<file path="config.mk">
export PLATFORM = sky130hd
export DESIGN_NAME = led_breath_seq
export DESIGN_NICKNAME = d
export VERILOG_FILES = /design/src/rtl/led_breath_seq_pkg.sv /design/src/rtl/led_tick_div.sv /design/src/rtl/led_breath_seq.sv
export SDC_FILE = /design/constraint.sdc
export NUM_CORES = 1
export LEC_CHECK = 0
export ABC_AREA = 0
export CORE_MARGIN = 5
export CORE_UTILIZATION = 40
export CTS_BUF_LIST = sky130_fd_sc_hd__clkbuf_2
export DETAILED_ROUTE_END_ITERATION = 12
export SKIP_LAST_GASP = 1
export SLEW_MARGIN = 10
export SYNTH_ARGS = -nofsm -noshare
export SYNTH_HDL_FRONTEND = slang
export SYNTH_SLANG_ARGS = --single-unit
</file>
<file path="constraint.sdc">
create_clock -name clk -period 3.58 [get_ports clk]
set_clock_uncertainty 0.15 [all_clocks]
set_input_delay 0.716 -clock clk [delete_from_list [all_inputs] [get_ports clk]]
set_output_delay 0.716 -clock clk [all_outputs]
set_load 0.02 [all_outputs]
</file>
<file path="src/rtl/led_breath_seq_pkg.sv">
// Shared definitions for the breathing-envelope sequencer: phase encodings and sizing helper.
package led_breath_seq_pkg;

    localparam int unsigned PHASE_W = 3;

    typedef enum logic [PHASE_W-1:0] {
        PH_IDLE      = 3'd0,
        PH_RAMP_UP   = 3'd1,
        PH_HOLD_HI   = 3'd2,
        PH_RAMP_DOWN = 3'd3,
        PH_HOLD_LO   = 3'd4
    } phase_e;

    // Width of a counter that must hold 0..n-1 (at least one bit).
    function automatic int unsigned cnt_width(input int unsigned n);
        return (n > 1) ? $clog2(n) : 1;
    endfunction

endpackage

</file>
<file path="src/rtl/led_tick_div.sv">
// Divides PWM period ticks down to level-step strobes; clear forces the count back to zero.
module led_tick_div
    import led_breath_seq_pkg::*;
#(
    parameter int unsigned STEP_PERIODS = 4
) (
    input  logic clk,
    input  logic rst_n,
    input  logic clear,
    input  logic tick,
    output logic step_en_c
);

    localparam int unsigned CNT_W = cnt_width(STEP_PERIODS);
    localparam logic [CNT_W-1:0] CNT_LAST = CNT_W'(STEP_PERIODS - 1);

    logic [CNT_W-1:0] cnt_q;
    logic [CNT_W-1:0] cnt_d;

    always_comb begin
        cnt_d     = cnt_q;
        step_en_c = 1'b0;
        if (clear) begin
            cnt_d = '0;
        end else if (tick) begin
            if (cnt_q == CNT_LAST) begin
                cnt_d     = '0;
                step_en_c = 1'b1;
            end else begin
                cnt_d = cnt_q + CNT_W'(1);
            end
        end
    end

    always_ff @(posedge clk) begin
        if (!rst_n) begin
            cnt_q <= '0;
        end else begin
            cnt_q <= cnt_d;
        end
    end

endmodule

</file>
<file path="src/rtl/led_breath_seq.sv">
// Breathing-envelope sequencer feeding the LED PWM duty input, paced by the PWM period tick.
// Optional LED_BREATH_GAMMA_EN squares the level (duty = level^2 >> DUTY_W); default is linear.
module led_breath_seq
    import led_breath_seq_pkg::*;
#(
    parameter int unsigned DUTY_W       = 8,
    parameter int unsigned STEP_PERIODS = 4,
    parameter int unsigned HOLD_HI_PER  = 64,
    parameter int unsigned HOLD_LO_PER  = 64
) (
    input  logic              clk,
    input  logic              rst_n,
    input  logic              enable,
    input  logic              period_tick,
    output logic [DUTY_W-1:0] duty,
    output logic              duty_upd,
    output logic [PHASE_W-1:0] phase,
    output logic              cycle_done
);

    localparam int unsigned HOLD_MAX = (HOLD_HI_PER > HOLD_LO_PER) ? HOLD_HI_PER : HOLD_LO_PER;
    localparam int unsigned HOLD_W   = cnt_width(HOLD_MAX);
    localparam logic [HOLD_W-1:0] HOLD_HI_LAST = HOLD_W'(HOLD_HI_PER - 1);
    localparam logic [HOLD_W-1:0] HOLD_LO_LAST = HOLD_W'(HOLD_LO_PER - 1);
    localparam logic [DUTY_W-1:0] MAX_LEVEL    = {DUTY_W{1'b1}};
`ifdef LED_BREATH_GAMMA_EN
    localparam int unsigned PROD_W = 2 * DUTY_W;
`endif

    phase_e            state_q, state_d;
    logic [DUTY_W-1:0] level_q, level_d;
    logic [HOLD_W-1:0] hold_q, hold_d;
    logic [DUTY_W-1:0] duty_q, duty_d;
    logic              duty_upd_q, duty_upd_d;
    logic              cycle_done_q, cycle_done_d;
    logic              step_clr_c;
    logic              step_en_c;

    // Divider runs only while ramping; an enable drop in RAMP_UP clears it so no step lands.
    assign step_clr_c = !(((state_q == PH_RAMP_UP) && enable) || (state_q == PH_RAMP_DOWN));

    led_tick_div #(
        .STEP_PERIODS(STEP_PERIODS)
    ) u_tick_div (
        .clk      (clk),
        .rst_n    (rst_n),
        .clear    (step_clr_c),
        .tick     (period_tick),
        .step_en_c(step_en_c)
    );

    always_comb begin
        state_d      = state_q;
        level_d      = level_q;
        hold_d       = hold_q;
        cycle_done_d = 1'b0;
        unique case (state_q)
            PH_IDLE: begin
                if (enable) begin
                    state_d = PH_RAMP_UP;
                end
            end
            PH_RAMP_UP: begin
                if (!enable) begin
                    state_d = PH_RAMP_DOWN;
                end else if (step_en_c) begin
                    if (level_q != MAX_LEVEL) begin
                        level_d = level_q + DUTY_W'(1);
                    end
                    if (level_q >= MAX_LEVEL - DUTY_W'(1)) begin
                        state_d = PH_HOLD_HI;
                        hold_d  = '0;
                    end
                end
            end
            PH_HOLD_HI: begin
                if (!enable) begin
                    state_d = PH_RAMP_DOWN;
                    hold_d  = '0;
                end else if (period_tick) begin
                    if (hold_q == HOLD_HI_LAST) begin
                        state_d = PH_RAMP_DOWN;
                        hold_d  = '0;
                    end else begin
                        hold_d = hold_q + HOLD_W'(1);
                    end
                end
            end
            PH_RAMP_DOWN: begin
                if (step_en_c) begin
                    if (level_q != '0) begin
                        level_d = level_q - DUTY_W'(1);
                    end
                    if (level_q <= DUTY_W'(1)) begin
                        state_d = PH_HOLD_LO;
                        hold_d  = '0;
                    end
                end
            end
            PH_HOLD_LO: begin
                if (period_tick) begin
                    if (hold_q == HOLD_LO_LAST) begin
                        cycle_done_d = 1'b1;
                        hold_d       = '0;
                        state_d      = enable ? PH_RAMP_UP : PH_IDLE;
                    end else begin
                        hold_d = hold_q + HOLD_W'(1);
                    end
                end
            end
            default: begin
                state_d = PH_IDLE;
                level_d = '0;
                hold_d  = '0;
            end
        endcase
    end

    // Duty mapping; the update strobe follows the mapped value, not the raw level.
    always_comb begin
        duty_d = '0;
`ifdef LED_BREATH_GAMMA_EN
        duty_d = DUTY_W'((PROD_W'(level_d) * PROD_W'(level_d)) >> DUTY_W);
`else
        duty_d = level_d;
`endif
        duty_upd_d = (duty_d != duty_q);
    end

    always_ff @(posedge clk) begin
        if (!rst_n) begin
            state_q      <= PH_IDLE;
            level_q      <= '0;
            hold_q       <= '0;
            duty_q       <= '0;
            duty_upd_q   <= 1'b0;
            cycle_done_q <= 1'b0;
        end else begin
            state_q      <= state_d;
            level_q      <= level_d;
            hold_q       <= hold_d;
            duty_q       <= duty_d;
            duty_upd_q   <= duty_upd_d;
            cycle_done_q <= cycle_done_d;
        end
    end

    assign duty       = duty_q;
    assign duty_upd   = duty_upd_q;
    assign phase      = state_q;
    assign cycle_done = cycle_done_q;

endmodule

</file>
==> results.json <==
{
  "arrival_ns": 2.97,
  "clockRootBuffer": "clkbuf_2",
  "place_hpwl_um": 4020,
  "final_layout_size_suffix_gt1_share_pct": 11.9,
  "dr.max_layer_used": "met4",
  "status": "complete, no violations",
  "hold_end": "hold_q[4]",
  "die_h_um": 78.7,
  "synth_warnings": 0,
  "clkLatencyLatePin_ns": 0.35,
  "min_period_over_period_pct": 80.3,
  "grt_usage_pct": 18.5,
  "netlist_top_cells_area": "dfxtp_1 (22%), nor2_1 (6.2%), o21ai_0 (4.5%), ha_1 (4.0%), nand2_1 (3.8%)",
  "crit_required_ns": 3.68,
  "hold_depth": 2,
  "wire_per_inst_um": 17.1,
  "tightestPinTransition_ns": 0.536,
  "ctsResizeCount": 0,
  "die_w_um": 78.7,
  "yosysTopAreaCell": "dfxtp_1",
  "numCtsBuffers": 3,
  "final_cell_area_sq_um": 2150,
  "max_freq_mhz": 348,
  "hold_viol": 0,
  "synth-async-reset-ratio_pct": 0,
  "drt_iter0_drc": 167,
  "synth.distinct_cells": 66,
  "cts_hold_buf": 0,
  "cp-start-kind": "primary input",
  "grt_pass1_vias": 1875,
  "reg2reg_from": "duty[0]",
  "area_delta_synth_final_pct": 13.7,
  "h-tree-depth": 1,
  "cpPeakStageDelay_ns": 0.47,
  "rsz0062_at_grt": "false",
  "antenna_found_initial": 0,
  "netlist.area_leader.share_pct": 22.3,
  "r2r_cells": 9,
  "synth_nets": 257,
  "drtAntennaViolNets": 0,
  "cts.clk_slew.worst_paths_ns": 0.23,
  "grt_max_degree": 24,
  "synth_area_sq_um": 1890,
  "netlist_instances": 247,
  "post_cts_buffers": 0,
  "crit_family": "simple AND/OR/NAND/NOR gates",
  "wl_met2_um": 2480,
  "io_buffers": 16,
  "routabilityCongestion": 0.938,
  "min_from": "hold_q[4]",
  "start_util_pct": 40.5,
  "dieArea_sq_um": 6190,
  "r2r_end": "duty_upd",
  "path_max_fanout": 11,
  "synth_seq_cells": 21,
  "ys_dominant_reg_cell": "dfxtp_1",
  "drcViolationCount": 0,
  "grt-ovfl-total": 0,
  "cts_tree": "done",
  "p_per_area_nw_per_um2": 236,
  "grt_pass1_wl_um": 9210,
  "peakVddDrop_mv": 0.158,
  "fp-row-count": 25,
  "place_area_sq_um": 2130,
  "layout.nets": 272,
  "fill_cells": 461,
  "cts.sink_count": 21,
  "drt-met1-wl_um": 2550,
  "report.final.slew_viol_count": 0,
  "maxSlewHeadroom_pct": 64.1,
  "pin_count": 17,
  "hold_path.class": "reg2reg",
  "r2r_slack_ns": 0.72,
  "path_buf_inv": 2,
  "vias_per_cell": 6.13,
  "fin_tns_setup_ns": 0,
  "synth-edff-count": 0,
  "critical_path_class": "in2reg",
  "seq_area_frac_synth_pct": 22.3,
  "drt-pass1-iter-count": 4,
  "avgSynthCellArea_sq_um": 7.64,
  "cp_cell_sequence": "clkdlybuf4s50_1 > buf_4 > and4b_1 > o21ai_0 > o211a_1 > or4_1 > a21oi_1 > a41oi_2",
  "p_leak_uw": 0.000712,
  "cpMaxStageDelayCell": "clkdlybuf4s50_1",
  "fin_crit_ns": 2.87,
  "critPathCaptureType": "flop",
  "maxCapViolations": 0,
  "drt-total-wl_um": 5390,
  "num_vias": 1932,
  "routed-wl-met3_um": 253,
  "finalSetupViolCount": 0,
  "cts_buffer_depth": 2,
  "core_sq_um": 4660,
  "n_antenna_cell": 0
}
[cell families (layout without fill, tap and decap cells)]
kind of cell / count (synthesis) / count (layout) / share of synthesized area (%)
compound gates: 73 / 73 / 29.4
xor+xnor: 5 / 5 / 2.32
fa+ha+maj: 6 / 6 / 3.98
buf+inv: 24 / 38 / 5.37
flops: 21 / 21 / 22.3
mux: 5 / 5 / 2.65
simple gates: 113 / 113 / 34.0
[power by group]
part / switching, uW / internal (uW) / total [uW]
sequential: 16.5 / 242 / 258
clock: 86.0 / 25.3 / 111
combinational: 83.4 / 53.9 / 137
[metal layers]
| metal | GRT usage, % | up-vias |
|---|---|---|
| li1 | - | 965 |
| met5 | 0 | - |
| met1 | 25.3 | 905 |
| met3 | 3.21 | 10 |
| met2 | 28.6 | 52 |
| met4 | 7.34 | 0 |
[per-stage QoR]
stage | std cells | utilization (%) | total power (uW) | setup slack [ns] | hold slack (ns)
finish | 315 | 46.0 | 507 | 0.705 | 0.363
global route | 315 | 46.0 | 541 | 0.606 | 0.398
global placement | 311 | 45.6 | 399 | 0.369 | 0.336
CTS | 315 | 46.0 | 511 | 0.728 | 0.369
floorplan | 247 | - | 350 | 0.928 | 0.315
detailed placement | 311 | 45.6 | 398 | 0.336 | 0.341
[flip-flops by register name (all words and copies together) (netlist names)]
| register | count |
|---|---|
| duty | 8 |
| hold_q | 6 |
| phase | 3 |
| u_tick_div.cnt_q | 2 |
| cycle_done | 1 |
| duty_upd | 1 |
[cells in the mapped netlist (4+ instances only)]
library cell / number
clkbuf_1: 9
o31a_1: 4
nand2_1: 19
nor2_1: 31
mux2i_1: 5
dfxtp_1: 21
ha_1: 6
o21ai_0: 17
nand4_1: 4
nor4_1: 5
nand3_1: 8
inv_1: 6
buf_2: 6
a21oi_1: 14
nor3_1: 8
o211ai_1: 6
or3_1: 4
[cells in the final DEF, fill, tap and decap left out, types with 4 or more instances in the layout]
cell type	count
ha_1	6
nand4_1	4
o31a_1	4
inv_1	6
nor3_1	8
nor2_1	31
mux2i_1	5
a21oi_1	14
o21ai_0	17
buf_4	12
nand2_1	19
o211ai_1	6
nand3_1	8
nor4_1	5
or3_1	4
clkdlybuf4s50_1	16
dfxtp_1	21
[layout make-up]
cell class | instances | area (sq um) | share of cell area (%)
multi-input cells | 202 | 1370 | 63.6
inverters | 6 | 22.5 | 1.05
repair buffers | 28 | 250 | 11.7
clock buffers | 3 | 15.0 | 0.700
clock inverters | 1 | 5.00 | 0.233
flip-flops and latches | 21 | 420 | 19.6
well taps | 54 | 67.6 | 3.15
[how the worst max path moves through the flow]
stage          cells after the start       end  slack (ns)         from
2_1_floorplan                      9  duty_upd        0.93      duty[0]
3_3_place_gp                       8  duty_upd        0.37  period_tick
3_5_place_dp                       8  duty_upd        0.34  period_tick
4_1_cts                            9  duty_upd        0.73      duty[0]
5_1_grt                            8  duty_upd        0.61      duty[1]
6_report                           8  duty_upd        0.71  period_tick
[worst reg2reg max path: cells and delay by family, from the launching register on]
| family | cells | cell delay, ns |
|---|---|---|
| simple gates | 3 | 0.96 |
| compound gates | 3 | 0.75 |
| flops | 1 | 0.41 |
| buf+inv | 2 | 0.27 |
| fa+ha+maj | 1 | 0.21 |
Note: power is estimated with default switching activity, not from simulation.
